===== src/rtl/io_port.sv =====
// io_port: CPU I/O port bridging a memory-mapped DATA/STATUS pair to
// an external TX/RX word stream through two small FIFOs.
module io_port #(
  parameter int unsigned DEPTH = 4,
  parameter int unsigned DW    = 16
) (
  input  logic          clk,
  input  logic          rst_n,
  input  logic          iom_in,
  input  logic          wen_in,
  input  logic [15:0]   addr_in,
  input  logic [DW-1:0] data_in,
  output logic [DW-1:0] data_out,
  output logic [DW-1:0] tx_data_out,
  output logic          tx_valid_out,
  input  logic          tx_ready_in,
  input  logic [DW-1:0] rx_data_in,
  input  logic          rx_valid_in,
  output logic          rx_ready_out
);

  localparam int unsigned PW = (DEPTH > 1) ? $clog2(DEPTH) : 1;
  localparam int unsigned CW = PW + 1;

  // CPU access decode; only address bit 0 selects DATA (0) or STATUS (1)
  logic        cpu_wr_data;
  logic        cpu_wr_status;
  logic        cpu_rd_data;
  logic        cpu_rd_status;
  logic [14:0] unused_addr;

  assign cpu_wr_data   = iom_in & ~wen_in & ~addr_in[0];
  assign cpu_wr_status = iom_in & ~wen_in &  addr_in[0];
  assign cpu_rd_data   = iom_in &  wen_in & ~addr_in[0];
  assign cpu_rd_status = iom_in &  wen_in &  addr_in[0];
  assign unused_addr   = addr_in[15:1];

  // TX FIFO state
  logic [DW-1:0] tx_mem [DEPTH];
  logic [PW-1:0] tx_wr_ptr;
  logic [PW-1:0] tx_rd_ptr;
  logic [CW-1:0] tx_count;
  logic          tx_full;
  logic          tx_empty;
  logic          tx_push;
  logic          tx_pop;

  // RX FIFO state
  logic [DW-1:0] rx_mem [DEPTH];
  logic [PW-1:0] rx_wr_ptr;
  logic [PW-1:0] rx_rd_ptr;
  logic [CW-1:0] rx_count;
  logic          rx_full;
  logic          rx_empty;
  logic          rx_push;
  logic          rx_pop;

  logic          ovf;
  logic [4:0]    status;

  assign tx_full  = (tx_count == CW'(DEPTH));
  assign tx_empty = (tx_count == '0);
  assign rx_full  = (rx_count == CW'(DEPTH));
  assign rx_empty = (rx_count == '0);

  // Push/pop qualification uses pre-edge occupancy, so a pop never frees room for a same-cycle push
  assign tx_push = cpu_wr_data & ~tx_full;
  assign tx_pop  = tx_ready_in & ~tx_empty;
  assign rx_push = rx_valid_in & ~rx_full;
  assign rx_pop  = cpu_rd_data & ~rx_empty;

  assign tx_valid_out = ~tx_empty;
  assign tx_data_out  = tx_empty ? '0 : tx_mem[tx_rd_ptr];
  assign rx_ready_out = ~rx_full;

  assign status = {ovf, tx_full, tx_empty, rx_full, ~rx_empty};

  // CPU read mux: RX head or status word, zero when idle or writing
  always_comb begin
    data_out = '0;
    if (cpu_rd_status) begin
      data_out = DW'(status);
    end else if (cpu_rd_data && !rx_empty) begin
      data_out = rx_mem[rx_rd_ptr];
    end
  end

  // TX storage write (contents are don't-care while empty, so no reset)
  always_ff @(posedge clk) begin
    if (tx_push) begin
      tx_mem[tx_wr_ptr] <= data_in;
    end
  end

  // RX storage write
  always_ff @(posedge clk) begin
    if (rx_push) begin
      rx_mem[rx_wr_ptr] <= rx_data_in;
    end
  end

  // TX pointers and occupancy
  always_ff @(posedge clk) begin
    if (!rst_n) begin
      tx_wr_ptr <= '0;
      tx_rd_ptr <= '0;
      tx_count  <= '0;
    end else begin
      if (tx_push) begin
        tx_wr_ptr <= tx_wr_ptr + PW'(1);
      end
      if (tx_pop) begin
        tx_rd_ptr <= tx_rd_ptr + PW'(1);
      end
      if (tx_push && !tx_pop) begin
        tx_count <= tx_count + CW'(1);
      end else if (!tx_push && tx_pop) begin
        tx_count <= tx_count - CW'(1);
      end
    end
  end

  // RX pointers and occupancy
  always_ff @(posedge clk) begin
    if (!rst_n) begin
      rx_wr_ptr <= '0;
      rx_rd_ptr <= '0;
      rx_count  <= '0;
    end else begin
      if (rx_push) begin
        rx_wr_ptr <= rx_wr_ptr + PW'(1);
      end
      if (rx_pop) begin
        rx_rd_ptr <= rx_rd_ptr + PW'(1);
      end
      if (rx_push && !rx_pop) begin
        rx_count <= rx_count + CW'(1);
      end else if (!rx_push && rx_pop) begin
        rx_count <= rx_count - CW'(1);
      end
    end
  end

  // Sticky overflow flag: set by a DATA write into a full TX, cleared by any STATUS write
  always_ff @(posedge clk) begin
    if (!rst_n) begin
      ovf <= 1'b0;
    end else if (cpu_wr_status) begin
      ovf <= 1'b0;
    end else if (cpu_wr_data && tx_full) begin
      ovf <= 1'b1;
    end
  end

endmodule


===== config.mk =====
export PLATFORM = sky130hd
export DESIGN_NAME = io_port
export DESIGN_NICKNAME = d
export VERILOG_FILES = /design/src/rtl/io_port.sv
export SDC_FILE = /design/constraint.sdc
export NUM_CORES = 1
export LEC_CHECK = 0
export ABC_AREA = 1
export BUFFER_PORTS_ARGS = -buffer_cell sky130_fd_sc_hd__buf_2
export CAP_MARGIN = 10
export CORE_MARGIN = 5
export CORE_UTILIZATION = 35
export DETAILED_ROUTE_END_ITERATION = 7
export GPL_TIMING_DRIVEN = 0
export HOLD_SLACK_MARGIN = 0.02
export SETUP_SLACK_MARGIN = 0.3
export SLEW_MARGIN = 20
export SYNTH_ARGS = -nofsm -noshare
export SYNTH_HDL_FRONTEND = slang
export SYNTH_SLANG_ARGS = --single-unit

===== constraint.sdc =====
create_clock -name clk -period 2.9 [get_ports clk]
set_input_delay 0.145 -clock clk [delete_from_list [all_inputs] [get_ports clk]]
set_output_delay 0.145 -clock clk [all_outputs]
set_load 0.02 [all_outputs]

==> results.sh, run 1 <==
export IMPL_num_io_pins=88
export IMPL_grt_max_degree=17
export IMPL_initial_core_util=0.3560
export IMPL_leakage_nw=3.055
export IMPL_cts_sinks=147
export IMPL_diodes=0
export IMPL_critPathLaunch="tx_count[0]$_SDFFE_PN0P_"
export IMPL_drt_iter0_drc=270
export IMPL_clock_fmax_ghz=0.4893
export IMPL_yosys_top_cells_area="edfxtp_1 63%, nor2_1 8.3%, dfxtp_1 6.2%"
export IMPL_synth_nets=609
export IMPL_clk_pin_slew_ns=0.06
export IMPL_clockRootBuffer="clkbuf_16"
export IMPL_cts_resized=0
export IMPL_routabilityCongestion=0.7839
export IMPL_h_tree_depth=4
export IMPL_skew_ns=0.005404
export IMPL_fp_row_count=48
export IMPL_ys_top_cells_by_count="135 x nor2_1, 128 x edfxtp_1, 62 x nand2_1"
export IMPL_rsz0062_at_grt="no"
export IMPL_fin_crit_sh=0.7047
export IMPL_slew_violations=0
export IMPL_die_area_sq_mm=0.02028
export IMPL_cts_buffers_inserted=17
export IMPL_cp_start_kind="flip-flop"
export IMPL_antenna_found_initial=0
export IMPL_antenna_left=0
export IMPL_hold_path_class="input pin to flip-flop"
export IMPL_core_region_area_sq_mm=0.01724
export IMPL_rr_worst_depth=13
export IMPL_ys_types=23
export IMPL_synth_flop_cell="edfxtp_1"
export IMPL_layout_drive_gt1_share=0.2238
export IMPL_syn_inst=543
export IMPL_fp_dieH_microns=142.4
export IMPL_crit_end="tx_count[2]$_SDFFE_PN0P_"
export IMPL_r2r_end="tx_count[2]$_SDFFE_PN0P_"
export IMPL_dpl_cell_area_sq_mm=0.006907
export IMPL_via_count=4206
export IMPL_vias_per_cell=4.607
export IMPL_r2r_start="tx_count[0]$_SDFFE_PN0P_"
export IMPL_endpoint_kind="flip-flop"
export IMPL_clk_latency_ns=0.41
export IMPL_finalHoldViolCount=0
export IMPL_cts_tree="built"
export IMPL_syn_area_sq_mm=0.006136
export IMPL_finalInstanceArea_sq_mm=0.007838
export IMPL_totalWireLength_mm=13.78
export IMPL_syn_area_per_cell_sq_um=11.30
export IMPL_ys_seq_area_frac=0.6884
export IMPL_die_width_microns=142.4
export IMPL_crit_fanout=6
export IMPL_nNetsFinal=741
export IMPL_grt_usage=0.1421
export IMPL_grt_remaining_overflow=0
export IMPL_yosysWarnings=0
export IMPL_drc=0
export IMPL_irDropWorstVdd_mv=0.4750
export IMPL_slew_headroom=0.6430
export IMPL_cts_hold_buffers=33
export IMPL_hpwl_mm=9.331
export IMPL_final_seq_area_sq_mm=0.004224
export IMPL_crit_type="flip-flop to flip-flop"
export IMPL_synth_area_leader_cell="edfxtp_1"
export IMPL_grt_pass1_vias=4297
export IMPL_required_ns=3.21
export IMPL_worstPathArrival_ns=2.35
export IMPL_pwr_density_cell_mw_per_mm2=802.8
export IMPL_syn_to_final_growth_pct=27.73
export IMPL_synth_most_common_cell="nor2_1"
export IMPL_setup_viol=0
export IMPL_io_buffers=72
export IMPL_finalSetupTns_ns=0
export IMPL_r2r_slack_ns=0.86
export IMPL_grt_pass1_wl_mm=21.98
export IMPL_max_cap_viol_count=0
export IMPL_postCtsSetupBuffers=0
export IMPL_clock_path_buffers=2
export IMPL_synth_top_area_share=0.6264
export IMPL_synth_edff_count=128
export IMPL_tightest_slew_ns=0.5349
export IMPL_synth_seq_cells=147
export IMPL_status="finished, final reports clean"
export IMPL_fillers=1529
export IMPL_wire_per_inst_microns=15.09
export IMPL_min_period_ns=2.044
export IMPL_synthArstFlopShare=0
export IMPL_drtPass1Iterations=4
export IMPL_multiInputGateArea_sq_mm=0.001589
[sequential cells by signal, indices dropped and copies added, names as in the netlist, named ones only]
register,cells
rx_mem,64
tx_mem,64
tx_wr_ptr,2
tx_rd_ptr,2
tx_count,3
rx_rd_ptr,2
rx_count,3
rx_wr_ptr,2
ovf,1
[power breakdown]
group	internal [mW]	total (mW)	switching, mW
sequential	2.45	2.51	0.0669
combinational	0.529	1.56	1.03
clock	1.43	2.22	0.789
total	4.40	6.29	1.89
[layout by cell type, fill, tap and decap left out, types with 4 or more instances in the layout]
master	instances
a21oi_1	35
buf_2	77
buf_4	6
buf_6	14
buf_8	5
bufinv_16	4
clkbuf_1	4
clkbuf_16	17
dfxtp_1	19
dlygate4sd3_1	33
edfxtp_1	128
ha_1	10
inv_1	29
inv_2	6
nand2_1	62
nand2_2	4
nand3_1	22
nor2_1	127
nor2_2	12
o21ai_0	16
o21ai_1	42
[how the worst min path moves through the flow]
stage | startpoint | to | slack (ns) | cells past startpoint
global placement | data_in[12] | tx_mem[1][12]$_DFFE_PP_ | 0.36 | 1
finish | rx_valid_in | rx_wr_ptr[0]$_SDFFE_PN0P_ | 0.06 | 4
floorplan | rx_data_in[0] | rx_mem[0][0]$_DFFE_PP_ | 0.24 | 0
detailed placement | rx_data_in[5] | rx_mem[1][5]$_DFFE_PP_ | 0.36 | 1
global route | tx_ready_in | tx_rd_ptr[1]$_SDFFE_PN0P_ | 0.06 | 3
CTS | rx_valid_in | rx_wr_ptr[0]$_SDFFE_PN0P_ | 0.05 | 4
[worst max-delay path, cell delays in order (launching register included)]
cell and delay (ns):
dfxtp_1 0.41, nor2_2 0.08, nand2_1 0.16, nand2_1 0.21, inv_1 0.10, ha_1 0.17
inv_1 0.07, fa_1 0.39, inv_1 0.07, nand2_1 0.05, nand3_1 0.10, nand2_1 0.06
nand2_1 0.05, nor2_1 0.04
[final cells by class]
cell class                 count  share of cell area
clock inverter                11             0.02043
multi-input combinational    336              0.2027
timing repair buffer         113              0.1020
buffer                        23             0.02538
tap                          225             0.03592
clock buffer                  21             0.05619
sequential                   147              0.5390
inverter                      37             0.01836
[kinds of logic after synthesis]
group / synth area share
AO/OA/AOI/OAI: 0.07586
XOR/XNOR: 0.001428
adder cells (fa/ha/maj): 0.02692
buffers and inverters: 0.05587
flip-flops: 0.6884
AND/OR/NAND/NOR: 0.1515
[per-stage QoR]
stage | cells | setup WS, ns | total power [mW] | hold slack [ns] | utilization
finish | 913 | 0.8563 | 6.292 | 0.06189 | 0.4547
global route | 913 | 0.6328 | 6.619 | 0.05598 | 0.4547
CTS | 913 | 0.8434 | 6.353 | 0.04841 | 0.4547
detailed placement | 848 | 0.8612 | 4.101 | 0.3619 | 0.4007
global placement | 840 | 0.4672 | 4.024 | 0.3557 | 0.3932
floorplan | 543 | 1.091 | 3.560 | 0.2439 | -
[layer usage]
metal,share of wire,track usage
met5,0,0
met4,0.012,0.04502
met3,0.049,0.04133
met2,0.50,0.2430
met1,0.43,0.1740
Note: power is estimated with default switching activity, not from simulation.
==> run 2: changes to the inputs <==
Clock period 2.9 ns to 1.65 ns, I/O delays scaled along.
==> run 2 against run 1 <==
The run now ends with setup timing left. Utilization rose by 7.8 points. Cell area grew 17%. Worst setup slack lost 0.97 ns. Register-to-register slack lost 0.95 ns. Power up 100%. Clock-buffer cell count down 1. Routed wire length increased by 15%. Flip-flop and latch count is the same. Global-route usage grew 0.59 points. Largest power group unchanged. Highest routed layer unchanged.
==> results.sh, run 2 (synthesized netlist as in run 1, its figures left out) <==
export IMPL_initial_core_util=0.3560
export IMPL_wire_per_inst_microns=16.43
export IMPL_violations="setup timing"
export IMPL_vias_per_cell=4.721
export IMPL_fp_row_count=48
export IMPL_die_area_sq_mm=0.02028
export IMPL_min_period_ns=1.762
export IMPL_tightest_slew_ns=0.4200
export IMPL_fin_crit_sh=1.068
export IMPL_nNetsFinal=792
export IMPL_timing_hold_ws_ns=0.05687
export IMPL_cts_sinks=147
export IMPL_dpl_cell_area_sq_mm=0.006885
export IMPL_fp_dieH_microns=142.4
export IMPL_hold_path_class="input pin to flip-flop"
export IMPL_rsz0062_at_grt="yes"
export IMPL_cts_tree="built"
export IMPL_diodes=0
export IMPL_required_ns=1.57
export IMPL_drt_iter0_drc=304
export IMPL_cp_start_kind="flip-flop"
export IMPL_antenna_found_initial=0
export IMPL_num_io_pins=88
export IMPL_clock_fmax_ghz=0.5675
export IMPL_pwr_density_cell_mw_per_mm2=1375
export IMPL_top_regs="rx_mem x64, tx_mem x64"
export IMPL_slowest_delay_ns=0.37
export IMPL_routabilityCongestion=0.7307
export IMPL_grt_max_degree=17
export IMPL_via_count=4551
export IMPL_clk_pin_slew_ns=0.06
export IMPL_max_cap_viol_count=0
export IMPL_crit_fanout=5
export IMPL_io_buffers=72
export IMPL_endpoint_kind="output port"
export IMPL_drtPass1Iterations=5
export IMPL_worstPathArrival_ns=1.68
export IMPL_layout_common_cells="128 x edfxtp_1, 104 x nor2_1, 52 x nand2_1"
export IMPL_r2r_start="rx_count[1]$_SDFFE_PN0P_"
export IMPL_total_power_mw=12.62
export IMPL_finalHoldViolCount=0
export IMPL_totalWireLength_mm=15.84
export IMPL_slew_violations=0
export IMPL_clk_latency_ns=0.42
export IMPL_hpwl_mm=8.942
export IMPL_path_common_cell="nor2_1"
export IMPL_grt_usage=0.1480
export IMPL_cts_buffers_inserted=17
export IMPL_clockRootBuffer="clkbuf_16"
export IMPL_slew_headroom=0.7197
export IMPL_h_tree_depth=4
export IMPL_pre_cts_ws_ns=-0.2590
export IMPL_worstPathBufferInverterCount=3
export IMPL_grt_pass1_wl_mm=23.15
export IMPL_clock_path_buffers=2
export IMPL_critPathTopFamily="buffers and inverters"
export IMPL_skew_ns=0.009507
export IMPL_finalInstanceArea_sq_mm=0.009183
export IMPL_grt_remaining_overflow=0
export IMPL_path_cells="buf_12 > clkbuf_16 > nor2_1 > nor2_1 > o21ai_1 > a21oi_1 > buf_4"
export IMPL_status="finished with violations"
export IMPL_antenna_left=0
export IMPL_die_width_microns=142.4
export IMPL_crit_slowest_cell="dfxtp_4"
export IMPL_final_common_cell="edfxtp_1"
export IMPL_worst_slack_ns=-0.1122
export IMPL_crit_type="flip-flop to output port"
export IMPL_drc=0
export IMPL_syn_to_final_growth_pct=49.65
export IMPL_grt_pass1_vias=4521
export IMPL_leakage_nw=3.532
export IMPL_layout_drive_gt1_share=0.3735
export IMPL_setup_viol=26
export IMPL_core_region_area_sq_mm=0.01724
export IMPL_min_from="rx_valid_in"
export IMPL_irDropWorstVdd_mv=0.9992
-- run 2: changes by cell type in the layout (fill, tap and decap cells not counted), sizes merged --
| cell | previous run | this run |
|---|---|---|
| clkbuf | 22 | 28 |
| clkinv | 5 | 10 |
| inv | 37 | 36 |
| buf | 102 | 145 |
| clkinvlp | 2 | 0 |
| bufinv | 4 | 3 |
| dlygate4sd3 | 33 | 34 |
-- run 2: worst reg2reg max path: cells and delay by family (launching register included) --
family	cells	cell delay (ns)
buffers and inverters	2	0.15
adders and majority gates	2	0.46
and+or+nand+nor	8	0.72
DFF	1	0.35
-- run 2: what timing repair did --
item,in CTS,in global routing
hold buffers,34,0
setup endpoints to repair,166,167
gates resized for setup,111,93
setup buffers,31,14
pin swaps,30,42
endpoints found under the hold margin,132,0
gates cloned,6,7
-- run 2: path summary, 6_finish.rpt --
check,end,slack [ns],cells after the start
setup / recovery,tx_data_out[8],-0.11,7
hold / removal,rx_wr_ptr[0]$_SDFFE_PN0P_,0.06,4
setup reg to reg,rx_count[2]$_SDFFE_PN0P_,-0.09,12
hold reg to reg,flip-flop,0.49,2
-- run 2: per-stage QoR --
| stage | TNS, ns | instances | utilization |
|---|---|---|---|
| 6_report | -0.9603 | 964 | 0.5327 |
| 5_1_grt | -3.601 | 964 | 0.5327 |
| 4_1_cts | -0.9138 | 943 | 0.4989 |
| 3_5_place_dp | -24.73 | 840 | 0.3995 |
| 3_3_place_gp | -19.18 | 840 | 0.3995 |
| 2_1_floorplan | -0.02907 | 543 | - |
-- run 2: metal layers --
layer | track usage | vias up | routed length (microns)
li1 | - | 2228 | -
met1 | 0.1790 | 2144 | 6433
met2 | 0.2584 | 156 | 8200
met3 | 0.03293 | 23 | 971
met4 | 0.05653 | 0 | 234
met5 | 0 | - | 0
-- run 2: where the power goes --
part           leakage, nW  internal, mW  total (mW)  switching, mW
clock network        0.284          2.35        3.76           1.40
logic                 1.92          2.03        4.40           2.37
registers             1.33          4.33        4.47          0.138
total                 3.53          8.71        12.6           3.91
-- run 2: cell type report --
type	count	area, sq um
inverters	37	188.9
fillers	1375	8054
clock buffers	20	436.7
well taps	225	281.5
repair buffers	164	1640
flip-flops and latches	147	4249
plain buffers	23	325.3
clock inverters	12	138.9
multi-input cells	336	1922
==> run 3: changes to the inputs <==
Settings changed: CORE_UTILIZATION 35 to 51, PLACE_DENSITY set to 0.75.
==> run 3 against run 2 <==
The flow still finishes with violations (setup timing). Maximum frequency fell by 6.3%. Cell area rose by 2.4%. Combinational power rose by 5.5%. Via count rose by 8.3%. Routed wire length rose by 16%. Critical endpoint is now data_out[9]. First-iteration DRC count rose by 50%. Non-clock buffer count did not move. Largest power group is now combinational logic. Sequential share of layout area fell by 1.1 points. Clock skew fell by 0.0019 ns. Highest routed layer unchanged. Worst setup slack got worse by 0.12 ns. Register-to-register slack got worse by 0.08 ns. Utilization rose by 26 points.
==> results.sh, run 3 (synthesized netlist as in run 1, its figures left out) <==
export IMPL_min_period_ns=1.881
export IMPL_top_regs="rx_mem x64, tx_mem x64"
export IMPL_io_buffers=72
export IMPL_syn_to_final_growth_pct=53.22
export IMPL_finalSetupTns_ns=-2.879
export IMPL_slew_headroom=0.7344
export IMPL_max_cap_viol_count=0
export IMPL_finalInstanceArea_sq_mm=0.009402
export IMPL_cts_sinks=147
export IMPL_nNetsFinal=792
export IMPL_violations="setup timing"
export IMPL_clock_path_buffers=2
export IMPL_dpl_cell_area_sq_mm=0.006788
export IMPL_worst_slack_ns=-0.2311
export IMPL_grt_max_degree=17
export IMPL_required_ns=1.57
export IMPL_tightest_slew_ns=0.3979
export IMPL_rr_worst_depth=13
export IMPL_rsz0062_at_grt="yes"
export IMPL_slew_violations=0
export IMPL_crit_fanout=8
export IMPL_core_region_area_sq_mm=0.01191
export IMPL_drtPass1Iterations=7
export IMPL_hold_path_class="input pin to flip-flop"
export IMPL_fp_row_count=40
export IMPL_vias_per_cell=5.565
export IMPL_initial_core_util=0.5151
export IMPL_diodes=0
export IMPL_irDropWorstVdd_mv=0.9867
export IMPL_wire_per_inst_microns=20.74
export IMPL_grt_remaining_overflow=0
export IMPL_status="finished with violations"
export IMPL_layout_drive_gt1_share=0.4493
export IMPL_die_area_sq_mm=0.01432
export IMPL_hpwl_mm=8.559
export IMPL_endpoint_kind="output port"
export IMPL_clk_pin_slew_ns=0.07
export IMPL_fp_dieH_microns=119.7
export IMPL_pwr_density_cell_mw_per_mm2=1365
export IMPL_drc=0
export IMPL_totalWireLength_mm=18.38
export IMPL_grt_usage=0.2181
export IMPL_antenna_found_initial=0
export IMPL_clock_fmax_ghz=0.5316
export IMPL_h_tree_depth=4
export IMPL_antenna_left=0
export IMPL_layout_common_cells="128 x edfxtp_1, 85 x nor2_1, 45 x o21ai_1"
export IMPL_fin_crit_sh=1.140
export IMPL_min_from="rx_valid_in"
export IMPL_skew_ns=0.007584
export IMPL_setup_viol=33
export IMPL_r2r_slack_ns=-0.17
export IMPL_clockRootBuffer="clkbuf_16"
export IMPL_worstHoldPathCells=4
export IMPL_crit_type="flip-flop to output port"
export IMPL_grt_pass1_wl_mm=23.72
export IMPL_drt_iter0_drc=456
export IMPL_grt_pass1_vias=4813
export IMPL_r2r_end="rx_count[2]$_SDFFE_PN0P_"
export IMPL_final_common_cell="edfxtp_1"
export IMPL_clk_latency_ns=0.43
export IMPL_r2r_start="rx_count[1]$_SDFFE_PN0P_"
export IMPL_via_count=4931
export IMPL_routabilityCongestion=0.7896
export IMPL_cp_start_kind="flip-flop"
export IMPL_total_power_mw=12.83
export IMPL_die_width_microns=119.7
export IMPL_leakage_nw=3.605
export IMPL_cts_tree="built"
export IMPL_fillers=616
export IMPL_hold_end="rx_wr_ptr[1]$_SDFFE_PN0P_"
export IMPL_worstPathArrival_ns=1.80
export IMPL_num_io_pins=88
export IMPL_cts_buffers_inserted=17
export IMPL_finalHoldViolCount=0
export IMPL_timing_hold_ws_ns=0.04510
==> run 3: how the worst max path moves through the flow <==
stage | from | to | slack, ns | cells past startpoint
3_3_place_gp | rx_count[1]$_SDFFE_PN0P_ | rx_count[2]$_SDFFE_PN0P_ | -0.18 | 13
4_1_cts | rx_count[0]$_SDFFE_PN0P_ | rx_count[2]$_SDFFE_PN0P_ | -0.09 | 13
6_report | flip-flop | data_out[9] | -0.23 | 8
2_1_floorplan | rx_count[1]$_SDFFE_PN0P_ | rx_count[2]$_SDFFE_PN0P_ | -0.03 | 13
5_1_grt | flip-flop | data_out[12] | -0.28 | 8
3_5_place_dp | rx_count[1]$_SDFFE_PN0P_ | rx_count[2]$_SDFFE_PN0P_ | -0.26 | 13
==> run 3: layer usage <==
layer	routed length, microns	vias up	global-route usage
li1	-	2224	-
met1	6352	2396	0.2341
met2	10020	262	0.4064
met3	1359	49	0.06503
met4	639	0	0.07516
met5	0	-	0
==> run 3: final cells by class <==
type	instances	area (sq um)	share of cell area
Inverter	37	193.9	0.02063
Timing Repair Buffer	164	1683	0.1790
Buffer	23	352.8	0.03753
Multi-Input combinational cell	336	2176	0.2314
Tap cell	147	183.9	0.01956
Clock inverter	14	131.4	0.01397
Clock buffer	18	429.2	0.04565
Sequential cell	147	4252	0.4522
==> run 3: through the flow <==
step	cells	utilization	setup WS (ns)
after detailed placement	762	0.5699	-0.2557
after CTS	861	0.7024	-0.08934
after floorplan	543	-	-0.02907
after global routing	886	0.7893	-0.2826
after global placement	762	0.5699	-0.1837
final	886	0.7893	-0.2311
==> run 3: power by group <==
| group | internal (mW) | total, mW | leakage [nW] | switching (mW) |
|---|---|---|---|---|
| logic | 2.12 | 4.64 | 2.02 | 2.52 |
| clock network | 2.09 | 3.69 | 0.264 | 1.60 |
| registers | 4.33 | 4.50 | 1.33 | 0.167 |
| total | 8.54 | 12.8 | 3.60 | 4.29 |
==> run 3: what timing repair did <==
item,CTS,global route
setup buffers,31,15
hold buffers,34,0
gates resized for setup,89,196
endpoints found under the setup margin,166,83
pin swaps,23,72
cloned,2,10
endpoints found under the hold margin,133,0
==> run 3: worst max-delay path: stages, from the launching register on <==
cell	delay, ns
dfxtp_2	0.38
buf_12	0.17
buf_12	0.16
buf_12	0.12
nor2_2	0.04
nor2_1	0.08
o21ai_1	0.09
a21oi_1	0.15
buf_4	0.17
